`config.mk`:
```
export PLATFORM = sky130hd
export DESIGN_NAME = shape_cmd_gen
export DESIGN_NICKNAME = d
export VERILOG_FILES = /design/src/rtl/draw_pkg.sv /design/src/rtl/shape_cmd_fifo.sv /design/src/rtl/shape_cmd_gen.sv
export SDC_FILE = /design/constraint.sdc
export NUM_CORES = 1
export LEC_CHECK = 0
export ABC_CLOCK_PERIOD_IN_PS = 5800
export CAP_MARGIN = 40
export CORE_ASPECT_RATIO = 0.9
export CORE_MARGIN = 4
export CORE_UTILIZATION = 45
export DETAILED_ROUTE_END_ITERATION = 8
export GPL_TIMING_DRIVEN = 0
export PLACE_DENSITY = 0.63
export SLEW_MARGIN = 10
export SYNTH_ARGS = -nofsm -noshare
export SYNTH_HDL_FRONTEND = slang
export SYNTH_SLANG_ARGS = --single-unit
```
`constraint.sdc`:
```
create_clock -name clk -period 5.8 [get_ports clk]
set_input_delay 1.45 -clock clk [delete_from_list [all_inputs] [get_ports clk]]
set_output_delay 1.45 -clock clk [all_outputs]
set_load 0.05 [all_outputs]
```
`src/rtl/draw_pkg.sv`:
```
// Draw-mode encodings and shape command field layout, shared with the rasteriser.
package draw_pkg;

    localparam int MODE_W = 3;

    localparam logic [MODE_W-1:0] MODE_FREE = 3'd0;
    localparam logic [MODE_W-1:0] MODE_RECT = 3'd1;
    localparam logic [MODE_W-1:0] MODE_CIRC = 3'd2;
    localparam logic [MODE_W-1:0] MODE_LINE = 3'd3;
    localparam logic [MODE_W-1:0] MODE_POLY = 3'd4;

    typedef enum logic {
        ST_IDLE     = 1'b0,
        ST_ANCHORED = 1'b1
    } draw_state_t;

    // Command word, MSB first: {mode, x0, y0, x1, y1}.
    function automatic int cmd_w(input int coord_w);
        return MODE_W + 4 * coord_w;
    endfunction

    function automatic int off_y1(input int coord_w);
        return 0 * coord_w;
    endfunction

    function automatic int off_x1(input int coord_w);
        return 1 * coord_w;
    endfunction

    function automatic int off_y0(input int coord_w);
        return 2 * coord_w;
    endfunction

    function automatic int off_x0(input int coord_w);
        return 3 * coord_w;
    endfunction

    function automatic int off_mode(input int coord_w);
        return 4 * coord_w;
    endfunction

endpackage

```
`src/rtl/shape_cmd_fifo.sv`:
```
// First-word fall-through command FIFO; a push shows on the head one cycle later.
// Push while full is accepted only if a pop happens in the same cycle; head is zero when empty.
module shape_cmd_fifo #(
    parameter int WIDTH = 35,
    parameter int DEPTH = 4
) (
    input  logic             clk,
    input  logic             rst_n,
    input  logic             push,
    input  logic [WIDTH-1:0] push_dat,
    output logic             full,
    input  logic             pop,
    output logic             vld,
    output logic [WIDTH-1:0] dat
);
    localparam int AW      = $clog2(DEPTH);
    localparam int COUNT_W = AW + 1;
    localparam logic [AW-1:0]      PTR_ONE  = AW'(1);
    localparam logic [COUNT_W-1:0] CNT_ONE  = COUNT_W'(1);
    localparam logic [COUNT_W-1:0] CNT_FULL = COUNT_W'(DEPTH);

    logic [WIDTH-1:0]   r_mem [DEPTH];
    logic [AW-1:0]      r_wr_ptr;
    logic [AW-1:0]      r_rd_ptr;
    logic [COUNT_W-1:0] r_count;
    logic               w_push_ok;
    logic               w_pop_ok;

    assign full      = (r_count == CNT_FULL);
    assign vld       = (r_count != '0);
    assign w_pop_ok  = pop & vld;
    assign w_push_ok = push & (~full | w_pop_ok);
    assign dat       = vld ? r_mem[r_rd_ptr] : '0;

    always_ff @(posedge clk or negedge rst_n) begin
        if (!rst_n) begin
            for (int i = 0; i < DEPTH; i++) r_mem[i] <= '0;
            r_wr_ptr <= '0;
            r_rd_ptr <= '0;
            r_count  <= '0;
        end else begin
            if (w_push_ok) begin
                r_mem[r_wr_ptr] <= push_dat;
                r_wr_ptr        <= r_wr_ptr + PTR_ONE;
            end
            if (w_pop_ok) r_rd_ptr <= r_rd_ptr + PTR_ONE;
            case ({w_push_ok, w_pop_ok})
                2'b10:   r_count <= r_count + CNT_ONE;
                2'b01:   r_count <= r_count - CNT_ONE;
                default: r_count <= r_count;
            endcase
        end
    end

endmodule

```
`src/rtl/shape_cmd_gen.sv`:
```
// Draw-mode controller: button edges + cursor -> shape commands, queued for the rasteriser.
// Command appears one cycle after the closing point edge; a full queue drops it and sets overflow.
module shape_cmd_gen
    import draw_pkg::*;
#(
    parameter int COORD_W    = 8,
    parameter int NUM_MODES  = 5,
    parameter int MAX_PTS    = 8,
    parameter int FIFO_DEPTH = 4
) (
    input  logic               clk,
    input  logic               rst_n,
    input  logic               btn_mode,
    input  logic               btn_point,
    input  logic               btn_cancel,
    input  logic [COORD_W-1:0] x_pos,
    input  logic [COORD_W-1:0] y_pos,
    output logic [2:0]         mode,
    output logic               anchor_set,
    output logic [3:0]         pt_count,
    output logic               cmd_valid,
    input  logic               cmd_ready,
    output logic [2:0]         cmd_mode,
    output logic [COORD_W-1:0] cmd_x0,
    output logic [COORD_W-1:0] cmd_y0,
    output logic [COORD_W-1:0] cmd_x1,
    output logic [COORD_W-1:0] cmd_y1,
    output logic               overflow
);
    localparam int CMD_W = cmd_w(COORD_W);
    localparam logic [2:0] MODE_LAST = 3'(NUM_MODES - 1);
    localparam logic [3:0] PT_MAX    = 4'(MAX_PTS);

    logic               r_btn_mode_q, r_btn_point_q, r_btn_cancel_q;
    logic               w_ev_mode, w_ev_point, w_ev_cancel;
    draw_state_t        r_state, w_state_nxt;
    logic [2:0]         r_mode, w_mode_nxt;
    logic [3:0]         r_pt_count, w_pt_nxt;
    logic [COORD_W-1:0] r_anchor_x, r_anchor_y;
    logic               w_anchor_ld;
    logic               w_push, w_full, w_pop;
    logic [CMD_W-1:0]   w_push_dat, w_head;
    logic               r_overflow;

    assign w_ev_mode   = btn_mode   & ~r_btn_mode_q;
    assign w_ev_point  = btn_point  & ~r_btn_point_q;
    assign w_ev_cancel = btn_cancel & ~r_btn_cancel_q;

    always_ff @(posedge clk or negedge rst_n) begin
        if (!rst_n) begin
            r_btn_mode_q   <= 1'b0;
            r_btn_point_q  <= 1'b0;
            r_btn_cancel_q <= 1'b0;
        end else begin
            r_btn_mode_q   <= btn_mode;
            r_btn_point_q  <= btn_point;
            r_btn_cancel_q <= btn_cancel;
        end
    end

    always_ff @(posedge clk or negedge rst_n) begin
        if (!rst_n) begin
            r_state    <= ST_IDLE;
            r_mode     <= MODE_FREE;
            r_pt_count <= '0;
            r_anchor_x <= '0;
            r_anchor_y <= '0;
        end else begin
            r_state    <= w_state_nxt;
            r_mode     <= w_mode_nxt;
            r_pt_count <= w_pt_nxt;
            if (w_anchor_ld) begin
                r_anchor_x <= x_pos;
                r_anchor_y <= y_pos;
            end
        end
    end

    // Cancel beats mode beats point; a losing event in the same cycle is simply lost.
    always_comb begin
        w_state_nxt = r_state;
        w_mode_nxt  = r_mode;
        w_pt_nxt    = r_pt_count;
        w_anchor_ld = 1'b0;
        if (w_ev_cancel) begin
            w_state_nxt = ST_IDLE;
            w_pt_nxt    = '0;
        end else if (w_ev_mode) begin
            w_mode_nxt  = (r_mode == MODE_LAST) ? MODE_FREE : r_mode + 3'd1;
            w_state_nxt = ST_IDLE;
            w_pt_nxt    = '0;
        end else if (w_ev_point && r_mode != MODE_FREE) begin
            if (r_state == ST_IDLE) begin
                w_state_nxt = ST_ANCHORED;
                w_pt_nxt    = 4'd1;
                w_anchor_ld = 1'b1;
            end else if (r_mode != MODE_POLY) begin
                w_state_nxt = ST_IDLE;
                w_pt_nxt    = '0;
            end else begin
                w_anchor_ld = 1'b1;
                if (r_pt_count + 4'd1 == PT_MAX) begin
                    w_state_nxt = ST_IDLE;
                    w_pt_nxt    = '0;
                end else begin
                    w_pt_nxt = r_pt_count + 4'd1;
                end
            end
        end
    end

    always_comb begin
        w_push     = w_ev_point & ~w_ev_cancel & ~w_ev_mode &
                     (r_mode != MODE_FREE) & (r_state == ST_ANCHORED);
        w_push_dat = {r_mode, r_anchor_x, r_anchor_y, x_pos, y_pos};
    end

    assign w_pop = cmd_valid & cmd_ready;

    // The UI never stalls: a refused push is dropped and only flagged here.
    always_ff @(posedge clk or negedge rst_n) begin
        if (!rst_n) r_overflow <= 1'b0;
        else if (w_push && w_full && !w_pop) r_overflow <= 1'b1;
    end

    shape_cmd_fifo #(
        .WIDTH (CMD_W),
        .DEPTH (FIFO_DEPTH)
    ) u_fifo (
        .clk      (clk),
        .rst_n    (rst_n),
        .push     (w_push),
        .push_dat (w_push_dat),
        .full     (w_full),
        .pop      (w_pop),
        .vld      (cmd_valid),
        .dat      (w_head)
    );

    assign mode       = r_mode;
    assign anchor_set = (r_state == ST_ANCHORED);
    assign pt_count   = r_pt_count;
    assign overflow   = r_overflow;
    assign cmd_mode   = w_head[off_mode(COORD_W) +: MODE_W];
    assign cmd_x0     = w_head[off_x0(COORD_W) +: COORD_W];
    assign cmd_y0     = w_head[off_y0(COORD_W) +: COORD_W];
    assign cmd_x1     = w_head[off_x1(COORD_W) +: COORD_W];
    assign cmd_y1     = w_head[off_y1(COORD_W) +: COORD_W];

endmodule

```
==> Word-level counts from Yosys, hierarchy flattened <==
Cells that the tools add are included.
{ "totals": {"regBits": 175, "input_bits": 22, "output_inout_bits": 45, "elab_cells": 86} }
{ "op_classes": {"add_sub_neg": 6, "magnitude_cmp": 3, "n_eq_ne": 6, "n_mux": 26, "n_bitwise": 19, "n_reduce_logical": 10} }
{ "ops": {"columns": ["operator", "n"], "rows": [
  ["$bwmux 140", 1],
  ["$mux 35", 4],
  ["$bmux 35 s2", 1],
  ["$demux 35 s2", 1],
  ["$mux 4", 6],
  ["$mux 1", 11],
  ["$and 1x1->1", 10],
  ["$reduce_bool 3->1", 3],
  ["$add 3x1->3 const B", 2],
  ["$eq 3x3->1 const B", 2],
  ["$ge 3x3->1 const B", 2],
  ["$not 1->1", 6],
  ["$not 2->3", 2],
  ["$pmux 3 s2", 1],
  ["$add 2x1->2 const B", 2],
  ["$add 4x1->4 const B", 1],
  ["$eq 4x4->1 const B", 1],
  ["$logic_and 1x1->1", 4],
  ["$lt 3x1->1 const B", 1],
  ["$mux 3", 1],
  ["$ne 3x3->1 const B", 1],
  ["$sub 3x1->3 const B", 1],
  ["$eq 2x1->1 const B", 1],
  ["$eq 2x2->1 const B", 1],
  ["4 further kinds", 4]
]} }

==> Logic depth before layout (Yosys ltp) <==
Gate-level depths: netlist of the first run.
{ "depth": {"depth_word": 10, "depth_mapped": 12, "mapped_depth_nobuf": 12} }

==> Hierarchy <==
Synthesis of the first run repeated with hierarchy kept, for this count alone.
{ "unflattened": {"cells_unflattened": 502, "area_unflattened_um2": 7948.9} }
{ "by_module_without_submodules": {"columns": ["module", "n_inst", "cells_per_inst", "area_per_inst_um2", "seq_area_each_um2"], "rows": [
  ["shape_cmd_fifo", 1, 415, 6723.9, 3678.5],
  ["shape_cmd_gen", 1, 87, 1224.9, 700.7]
]} }

==> Worst setup path after synthesis of the first run <==
OpenSTA, ideal clock, no wires.
{ "synth_timing": {"path_type": "input port to flip-flop", "from": "input port cmd_ready", "to": "register u_fifo.r_count[2]", "setup_time_ns": 0.079, "arrival_ns": 3.324, "required_ns": 5.721, "slack_ns": 2.397, "cell_stages": 11, "path_buffers": 1, "path_cell_list": "nor4b_1 -> nor2b_1 -> buf_1 -> and2_1 -> inv_1 -> ha_1 -> inv_1 -> fa_1 -> xor2_1 -> nor2_1 -> xor2_1"} }
{ "synth_via": {"elab_chain_len": 6, "elab_cells_between_ends": 8, "classes_between": "2 x eq/ne; 1 x mux; 4 x bitwise; 1 x reduce/logical"} }
{ "synth_lines": {"columns": ["item", "line", "source"], "rows": [
  ["from (decl)", "shape_cmd_gen.sv:22", "input logic cmd_ready,"],
  ["$and 1x1->1 (*)", "shape_cmd_gen.sv:118", "assign w_pop = cmd_valid & cmd_ready;"],
  ["$and 1x1->1 (*)", "shape_cmd_fifo.sv:31", "assign w_pop_ok = pop & vld;"],
  ["$or 1x1->1", "shape_cmd_fifo.sv:32", "assign w_push_ok = push & (~full | w_pop_ok);"],
  ["$and 1x1->1", "shape_cmd_fifo.sv:32", null],
  ["$eq 2x1->1 or $eq 2x2->1 (tied branches)", "shape_cmd_fifo.sv:47", "case ({w_push_ok, w_pop_ok})"],
  ["$pmux 3 s2 or $reduce_bool 2->1 (tied branches)", null, null],
  ["to (signal assigned)", "shape_cmd_fifo.sv:48", "2'b10: r_count <= r_count + CNT_ONE;"],
  ["to (signal assigned)", "shape_cmd_fifo.sv:49", "2'b01: r_count <= r_count - CNT_ONE;"],
  ["to (signal assigned)", "shape_cmd_fifo.sv:50", "default: r_count <= r_count;"],
  ["to (decl)", "shape_cmd_fifo.sv:25", "logic [COUNT_W-1:0] r_count;"]
]} }
Mark *: on every way between the ends. The rest lies on a longest branch, timed or not.
A chain may end at the register's enable or synchronous reset.

==> Worst setup path in the final report of the first run <==
{ "layout_timing": {"from": "register u_fifo.r_rd_ptr[1]", "to": "output port cmd_x1[3]"} }
{ "layout_via": {"elab_chain_len": 5} }
{ "layout_lines": {"columns": ["item", "line", "source"], "rows": [
  ["from (decl)", "shape_cmd_fifo.sv:24", "logic [AW-1:0] r_rd_ptr;"],
  ["from (signal assigned)", "shape_cmd_fifo.sv:46", "if (w_pop_ok) r_rd_ptr <= r_rd_ptr + PTR_ONE;"],
  ["$not 2->3 (implied by the code)", "shape_cmd_fifo.sv:33", "assign dat = vld ? r_mem[r_rd_ptr] : '0;"],
  ["$bmux 35 s2", "shape_cmd_fifo.sv:33", null],
  ["$mux 35 (implied by the code) (2 in series)", "shape_cmd_fifo.sv:33", null],
  ["$mux 35", "shape_cmd_fifo.sv:33", null],
  ["to (decl)", "shape_cmd_gen.sv:26", "output logic [COORD_W-1:0] cmd_x1,"]
]} }
Every way passes these cells. The select of a mux whose other input is x is not followed.

==> results of run 1 <==
==> routing by layer <==
layer	vias up	routed length (µm)	global-route usage
li1	2035	-	-
met1	2397	7810	0.251
met2	79	8210	0.284
met3	21	556	0.0379
met4	0	268	0.0534
met5	-	0	0
==> state kept, by name (all words and copies together), names as in the netlist <==
signal / count
anchor_set: 1
mode: 3
overflow: 1
pt_count: 4
r_anchor_x: 8
r_anchor_y: 8
r_btn_cancel_q: 1
r_btn_mode_q: 1
r_btn_point_q: 1
u_fifo.r_count: 3
u_fifo.r_mem: 140
u_fifo.r_rd_ptr: 2
u_fifo.r_wr_ptr: 2
==> through the flow <==
step                area [µm²]  setup WS, ps  std cells  hold slack, ps  total power (µW)
floorplan                 8060          2400        514             447              3150
global placement          9020         -3630        820             464              3660
detailed placement        9050          1600        821             475              3740
CTS                       9690          1120        853             490              4970
global route              9690          1070        853             502              5180
finish                    9690          1200        853             487              4920
==> report_power, final <==
part	switching (µW)	total (µW)	internal [µW]	leakage, µW
Sequential	265	1880	1610	0.00234
Combinational	958	1810	854	0.00188
Clock	465	1230	766	0.000316
Total	1690	4920	3230	0.00454
==> layout make-up <==
cell class / count / share of cell area
tap: 240 / 0.0310
clock inverter: 10 / 0.0161
buffer: 27 / 0.0227
sequential: 175 / 0.452
timing repair buffer: 67 / 0.0715
clock buffer: 22 / 0.0499
inverter: 8 / 0.00310
multi-input combinational: 304 / 0.354
==> kinds of logic after synthesis <==
family,after synthesis,share of synthesized area
compound gates,16,0.0135
xor+xnor,7,0.00761
fa+ha+maj,10,0.0165
buf+inv,35,0.0310
flops,175,0.543
mux,191,0.320
simple gates,80,0.0677
==> layout by cell type (no fill, tap or decap), drive strengths merged <==
cell,instances
and2,37
nand3,8
nor4b,2
nand2b,3
a22o,1
clkinvlp,1
a21boi,2
xnor2,4
bufinv,4
dfrtp,175
o2111ai,1
nand2,8
a21oi,3
xor2,3
or2,1
o21ai,7
nand3b,1
a31oi,1
clkdlybuf4s50,65
or3b,1
nor4bb,1
nor3,1
nor3b,1
mux2,156
or3,1
inv,9
ha,9
clkbuf,29
nand4,2
nor2,8
mux4,35
fa,1
buf,22
and3b,1
a31o,1
clkinv,4
nor2b,4
==> worst paths after layout <==
path,start,end,slack (ps)
setup reg to reg,mode[0]$_DFFE_PN0P_,u_fifo.r_count[1]$_DFFE_PN0P_,2820
max in group asynchronous,rst_n,u_fifo.r_mem[55]$_DFFE_PN0P_,3920
hold / removal,u_fifo.r_mem[44]$_DFFE_PN0P_,u_fifo.r_mem[44]$_DFFE_PN0P_,490
min in group asynchronous,rst_n,pt_count[3]$_DFFE_PN0P_,970
setup / recovery,u_fifo.r_rd_ptr[1]$_DFFE_PN0P_,cmd_x1[3],1200
hold reg to reg,u_fifo.r_mem[44]$_DFFE_PN0P_,u_fifo.r_mem[44]$_DFFE_PN0P_,490
==> qor.csv, run 1 <==
stage,metric,value,unit
worst_setup_path,ordered cell list for the critical path,clkbuf_1 -> buf_1 -> mux4_2 -> and2_1 -> clkdlybuf4s50_1,
clocking,post-cts repair resize count,0,
grt,remaining global-route overflow,0,
timing,final setup fails,0,
worst_setup_path,Critical Setup Path Class,flop to output port,
route,antenna violation net count after detailed routing,0,
worst_hold_path,path class of the lowest-slack min-delay path,flop to flop,
route,Detailed Routing Iterations Pass 1,4,
clocking,clock latency at the later pin of the worst-skew pair,420,ps
grt,number of global-route vias before repair,4926,
worst_setup_path,family with the most delay on the worst path,buffers and inverters,
synth,cell taking the most area after synthesis,dfrtp_1,
timing,RSZ-0062 raised after global routing,false,
floorplanning,die boundary width,149,µm
worst_setup_path,type of destination of the critical path,output port,
worst_setup_path,Register-to-Register Path Depth,10,
clocking,Max clock buf depth,2,
floorplanning,DIE HEIGHT,135,µm
finish,number of nets in the finished design,632,
synth,netlist area before placement,8060,µm²
synth,"Distinct cells, synth",43,
finish,ant diodes,0,
synth,Commonest cells post-synth,"dfrtp_1 (175), mux2_2 (137), and2_1 (37)",
grt,pin count of the biggest net entering global routing,115,
synth,most common flop cell mapped by yosys,dfrtp_1,
pwr,worst voltage drop across the vdd grid,0.239,mV
clocking,Num CTS Buffers,17,
finish,Util after Layout,0.550,
synth,share of the yosys chip area belonging to registers,0.543,
synth,mean cell area of the mapped netlist,15.7,µm²
synth,post-synthesis instance total,514,
synth,proportion of netlist area held by the largest area contributor,0.543,
floorplanning,IO Count,67,
timing,min cycle time layout,4600,ps
worst_setup_path,startpoint type of the worst setup path,flop,
timing,Max-slew headroom,0.480,
clocking,TritonCTS clock tree,done,
grt,GRT Resource Usage Total,0.179,
synth,flip-flop and latch count after synthesis,175,
route,Via-to-Cell Ratio,5.31,
clocking,quantity of hold-fixing buffers added after cts,0,
timing,timing-limited maximum frequency,0.217,GHz
synth,count of warnings emitted by yosys,0,
finish,FF/Latch Area,4380,µm²
worst_setup_path,number of gates on the worst path with buffers counted,5,
pwr,pwr dens,507,nW/µm²
timing,max-slew violations,0,
finish,number of fill cells in the layout,1469,
floorplanning,die footprint,20100,µm²
clocking,post-CTS setup-driven buffer insertion count,0,
finish,layout overhead on the synthesized area,20.3,%
worst_setup_path,number of buffers and inverters on the critical path,3,
synth,"top cells by area, synth","dfrtp_1 (54%), mux2_2 (19%), mux4_2 (9.8%)",
floorplanning,row count,46,
floorplanning,effective utilization at floorplan,0.458,
worst_setup_path,largest stage delay on the critical path,820,ps
timing,setup total negative slack,0,ps
clocking,CTS clock-pin slew for the worst setup and hold paths,60,ps
worst_setup_path,cell with the largest stage delay on the worst path,clkdlybuf4s50_1,
worst_hold_path,hold path depth,1,
placed_design,Final GP Congestion,0.787,
route,post-detailed-route DRC marker count,0,
floorplanning,Core Box Area,17600,µm²
timing,final hold violation count,0,
synth,Synth Net Count,546,
clocking,number of levels in the clock H-tree,4,
clocking,Sinks on Clock Net,175,
timing,crit share post-route,0.793,
placed_design,DP HPWL,11.2,mm
synth,share of synthesized registers carrying an async set or reset,1.00,
clocking,buffer cell driving the clock tree root,clkbuf_16,
pwr,static leakage,0.00454,µW
grt,global-route wire length before repair,27.5,mm
flow_run,Max-Cap Viols,0,
route,average detailed-routed wire length per instance,19.7,µm
timing,transition time at the pin with the least slew margin,777,ps
route,via count of the routed design,4532,
placed_design,quantity of I/O buffers inserted on ports,66,
synth,number of enable-type register cells in the synthesized netlist,0,
finish,area used by multi-input combinational logic,3430,µm²
finish,layout cells sized above 1,0.398,
run_status,outcome,finished clean,
grt,number of antenna violations at the first check in global routing,0,
timing,Fin Clk Skew,5.01,ps
synth,cell with the most instances after synthesis,dfrtp_1,
route,total length of routed wires,16.8,mm
worst_setup_path,data arrival time of the worst path,3150,ps
worst_setup_path,highest fanout seen on the critical path,10,
worst_setup_path,data required time of the worst path,4350,ps
route,drt initial violations,200,
Power figures use the tool's default switching activity.
==> run 2: changes to the inputs <==
--- a/config.mk
+++ b/config.mk
@@ -5,7 +5,7 @@
 export SDC_FILE = /design/constraint.sdc
 export NUM_CORES = 1
 export LEC_CHECK = 0
-export ABC_CLOCK_PERIOD_IN_PS = 5800
+export ABC_CLOCK_PERIOD_IN_PS = 4350
 export CAP_MARGIN = 40
 export CORE_ASPECT_RATIO = 0.9
 export CORE_MARGIN = 4
==> constraint.sdc (replaced) <==
create_clock -name clk -period 4.35 [get_ports clk]
set_input_delay 1.0875 -clock clk [delete_from_list [all_inputs] [get_ports clk]]
set_output_delay 1.0875 -clock clk [all_outputs]
set_load 0.05 [all_outputs]
==> run 2 against run 1 <==
Total power up 33%. Wire length barely moved. Combinational power grew 34%. First-iteration DRC count rose by 0.50%. Worst setup slack worse by 1000 ps. Utilization hardly changed. Clock skew about the same. Non-clock buffer count stayed put. Cell count unchanged. Sequential power rose by 33%. Largest power group unchanged.
==> qor.csv, run 2 (synthesis results as in run 1) <==
stage,metric,value,unit,change
finish,top flop regs,"u_fifo.r_mem (140), r_anchor_x (8), r_anchor_y (8)",,
route,Via-to-Cell Ratio,5.30,,-0.18%
pwr,pwr dens,677,nW/µm²,+33%
route,post-detailed-route DRC marker count,0,,unchanged
grt,global-route wire length before repair,27.5,mm,unchanged
grt,met1 layer usage reported by global route,0.251,,unchanged
pwr,sw frac,0.343,,about the same
worst_setup_path,type of destination of the critical path,output port,,
timing,transition time at the pin with the least slew margin,777,ps,unchanged
placed_design,total placed cells including tap cells,821,,unchanged
finish,layout overhead on the synthesized area,20.3,%,about the same
finish,Util after Layout,0.551,,about the same
floorplanning,effective utilization at floorplan,0.458,,unchanged
pwr,part of the power in registers,0.381,,about the same
pwr,fraction of power consumed by the clock network,0.250,,about the same
timing,max-slew violations,0,,unchanged
worst_setup_path,data required time of the worst path,3260,ps,-1090 ps
clocking,quantity of hold-fixing buffers added after cts,0,,unchanged
finish,ant diodes,0,,unchanged
finish,register with the most flip-flops,u_fifo.r_mem,,
flow_run,Max-Cap Viols,0,,unchanged
worst_setup_path,startpoint type of the worst setup path,flop,,
pwr,total power draw,6560,µW,+33%
finish,number of nets in the finished design,632,,unchanged
pwr,static leakage,0.00454,µW,about the same
worst_setup_path,ordered cell list for the critical path,clkbuf_1 -> clkbuf_1 -> mux4_2 -> and2_1 -> clkdlybuf4s50_1,,
timing,timing-limited maximum frequency,0.239,GHz,
route,average detailed-routed wire length per instance,19.7,µm,about the same
grt,grt met3 use,0.0379,,unchanged
worst_setup_path,largest stage delay on the critical path,690,ps,-130 ps
route,total length of routed wires,16.8,mm,about the same
finish,layout cells sized above 1,0.400,,+0.00163
timing,min cycle time layout,4190,ps,
grt,global routing met2 resource utilization,0.284,,unchanged
worst_setup_path,data arrival time of the worst path,3110,ps,-40 ps
pwr,worst voltage drop across the vdd grid,0.319,mV,+33%
timing,final setup fails,0,,unchanged
grt,number of antenna violations at the first check in global routing,0,,unchanged
run_status,outcome,finished clean,,
timing,final hold violation count,0,,unchanged
finish,final non-filler cell total,853,,unchanged
grt,number of global-route vias before repair,4926,,unchanged
clocking,TritonCTS clock tree,done,,
grt,pin count of the biggest net entering global routing,115,,unchanged
timing,Max-slew headroom,0.480,,unchanged
pwr,Internal Power,4310,µW,+33%
route,Detailed Routing Iterations Pass 1,4,,unchanged
pwr,power spent charging and discharging nets,2250,µW,+33%
clocking,number of levels in the clock H-tree,4,,unchanged
placed_design,DP HPWL,11.2,mm,unchanged
pwr,Combinational Power Share,0.368,,about the same
clocking,Num CTS Buffers,17,,unchanged
clocking,post-CTS setup-driven buffer insertion count,0,,unchanged
floorplanning,IO Count,67,,unchanged
floorplanning,DIE HEIGHT,135,µm,unchanged
clocking,clock latency at the later pin of the worst-skew pair,420,ps,about the same
grt,layer carrying the most global-route usage,met2,,
route,via count of the routed design,4524,,-0.18%
floorplanning,Core Box Area,17600,µm²,unchanged
grt,remaining global-route overflow,0,,unchanged
floorplanning,die footprint,20100,µm²,unchanged
timing,RSZ-0062 raised after global routing,false,,
clocking,CTS clock-pin slew for the worst setup and hold paths,60,ps,about the same
floorplanning,die boundary width,149,µm,unchanged
worst_setup_path,Most Frequent Cell on Critical Path,clkbuf_1,,
clocking,post-cts repair resize count,0,,unchanged
clocking,Sinks on Clock Net,175,,unchanged
worst_setup_path,Critical Setup Path Class,flop to output port,,
finish,most common library cell in the layout ignoring fill and taps,dfrtp_1,,
route,antenna violation net count after detailed routing,0,,unchanged
timing,Fin Clk Skew,4.94,ps,-0.0639 ps
floorplanning,row count,46,,unchanged
finish,max FFs per register,140,,unchanged
route,drt initial violations,201,,+0.50%
clocking,Max clock buf depth,2,,unchanged
clocking,buffer cell driving the clock tree root,clkbuf_16,,
worst_setup_path,highest fanout seen on the critical path,10,,unchanged
worst_setup_path,cell with the largest stage delay on the worst path,clkdlybuf4s50_1,,
placed_design,Final GP Congestion,0.787,,unchanged
grt,GRT Resource Usage Total,0.179,,unchanged
timing,crit share post-route,0.964,,
finish,most used cells in the layout excluding fill and tap cells,"dfrtp_1 (175), mux2_2 (137), clkdlybuf4s50_1 (65)",,
placed_design,quantity of I/O buffers inserted on ports,66,,unchanged
worst_hold_path,path class of the lowest-slack min-delay path,flop to flop,,
run 2: path summary, 6_finish.rpt:
kind,depth (start not counted),start,slack (ps),endpoint
max in group asynchronous,2,rst_n,2810,u_fifo.r_mem[55]$_DFFE_PN0P_
setup / recovery,5,u_fifo.r_rd_ptr[1]$_DFFE_PN0P_,160,cmd_y0[7]
min in group asynchronous,1,rst_n,600,pt_count[3]$_DFFE_PN0P_
setup reg to reg,10,mode[0]$_DFFE_PN0P_,1370,u_fifo.r_count[1]$_DFFE_PN0P_
hold reg to reg,1,u_fifo.r_mem[44]$_DFFE_PN0P_,490,u_fifo.r_mem[44]$_DFFE_PN0P_
hold / removal,1,u_fifo.r_mem[44]$_DFFE_PN0P_,490,u_fifo.r_mem[44]$_DFFE_PN0P_
run 2: layout make-up:
class	count	area [µm²]
fill	1470	7920
tap	240	300
clock buffer	22	484
clock inverter	10	156
sequential	175	4380
buffer	27	221
inverter	8	30.0
multi-input combinational	304	3430
timing repair buffer	67	693
run 2: worst max-delay path, delay by kind of cell (launching register included):
family,cells,cell delay [ps]
buf+inv,3,1760
flops,1,320
mux,1,420
simple gates,1,170
run 2: through the flow:
stage / area, µm² / setup TNS [ps] / setup slack [ps] / hold WS (ps)
global route: 9700 / 0 / 21.0 / 502
floorplan: 8060 / 0 / 1310 / 447
finish: 9700 / 0 / 157 / 487
detailed placement: 9050 / 0 / 509 / 475
global placement: 9020 / -823030 / -4720 / 464
CTS: 9690 / 0 / 36.5 / 490
run 2: power groups by stage:
stage               registers (µW)  logic [µW]  clock network (µW)
global route                  2560        2590                1750
CTS                           2500        2460                1670
floorplan                     2460        1740                   0
global placement              2490        2400                   0
detailed placement            2530        2450                   0
finish                        2500        2420                1640
run 2: metal layers:
layer | part of all wire | vias up
met5 | 0 | -
met4 | 0.016 | 0
met3 | 0.032 | 21
met2 | 0.49 | 77
met1 | 0.47 | 2393
li1 | - | 2033
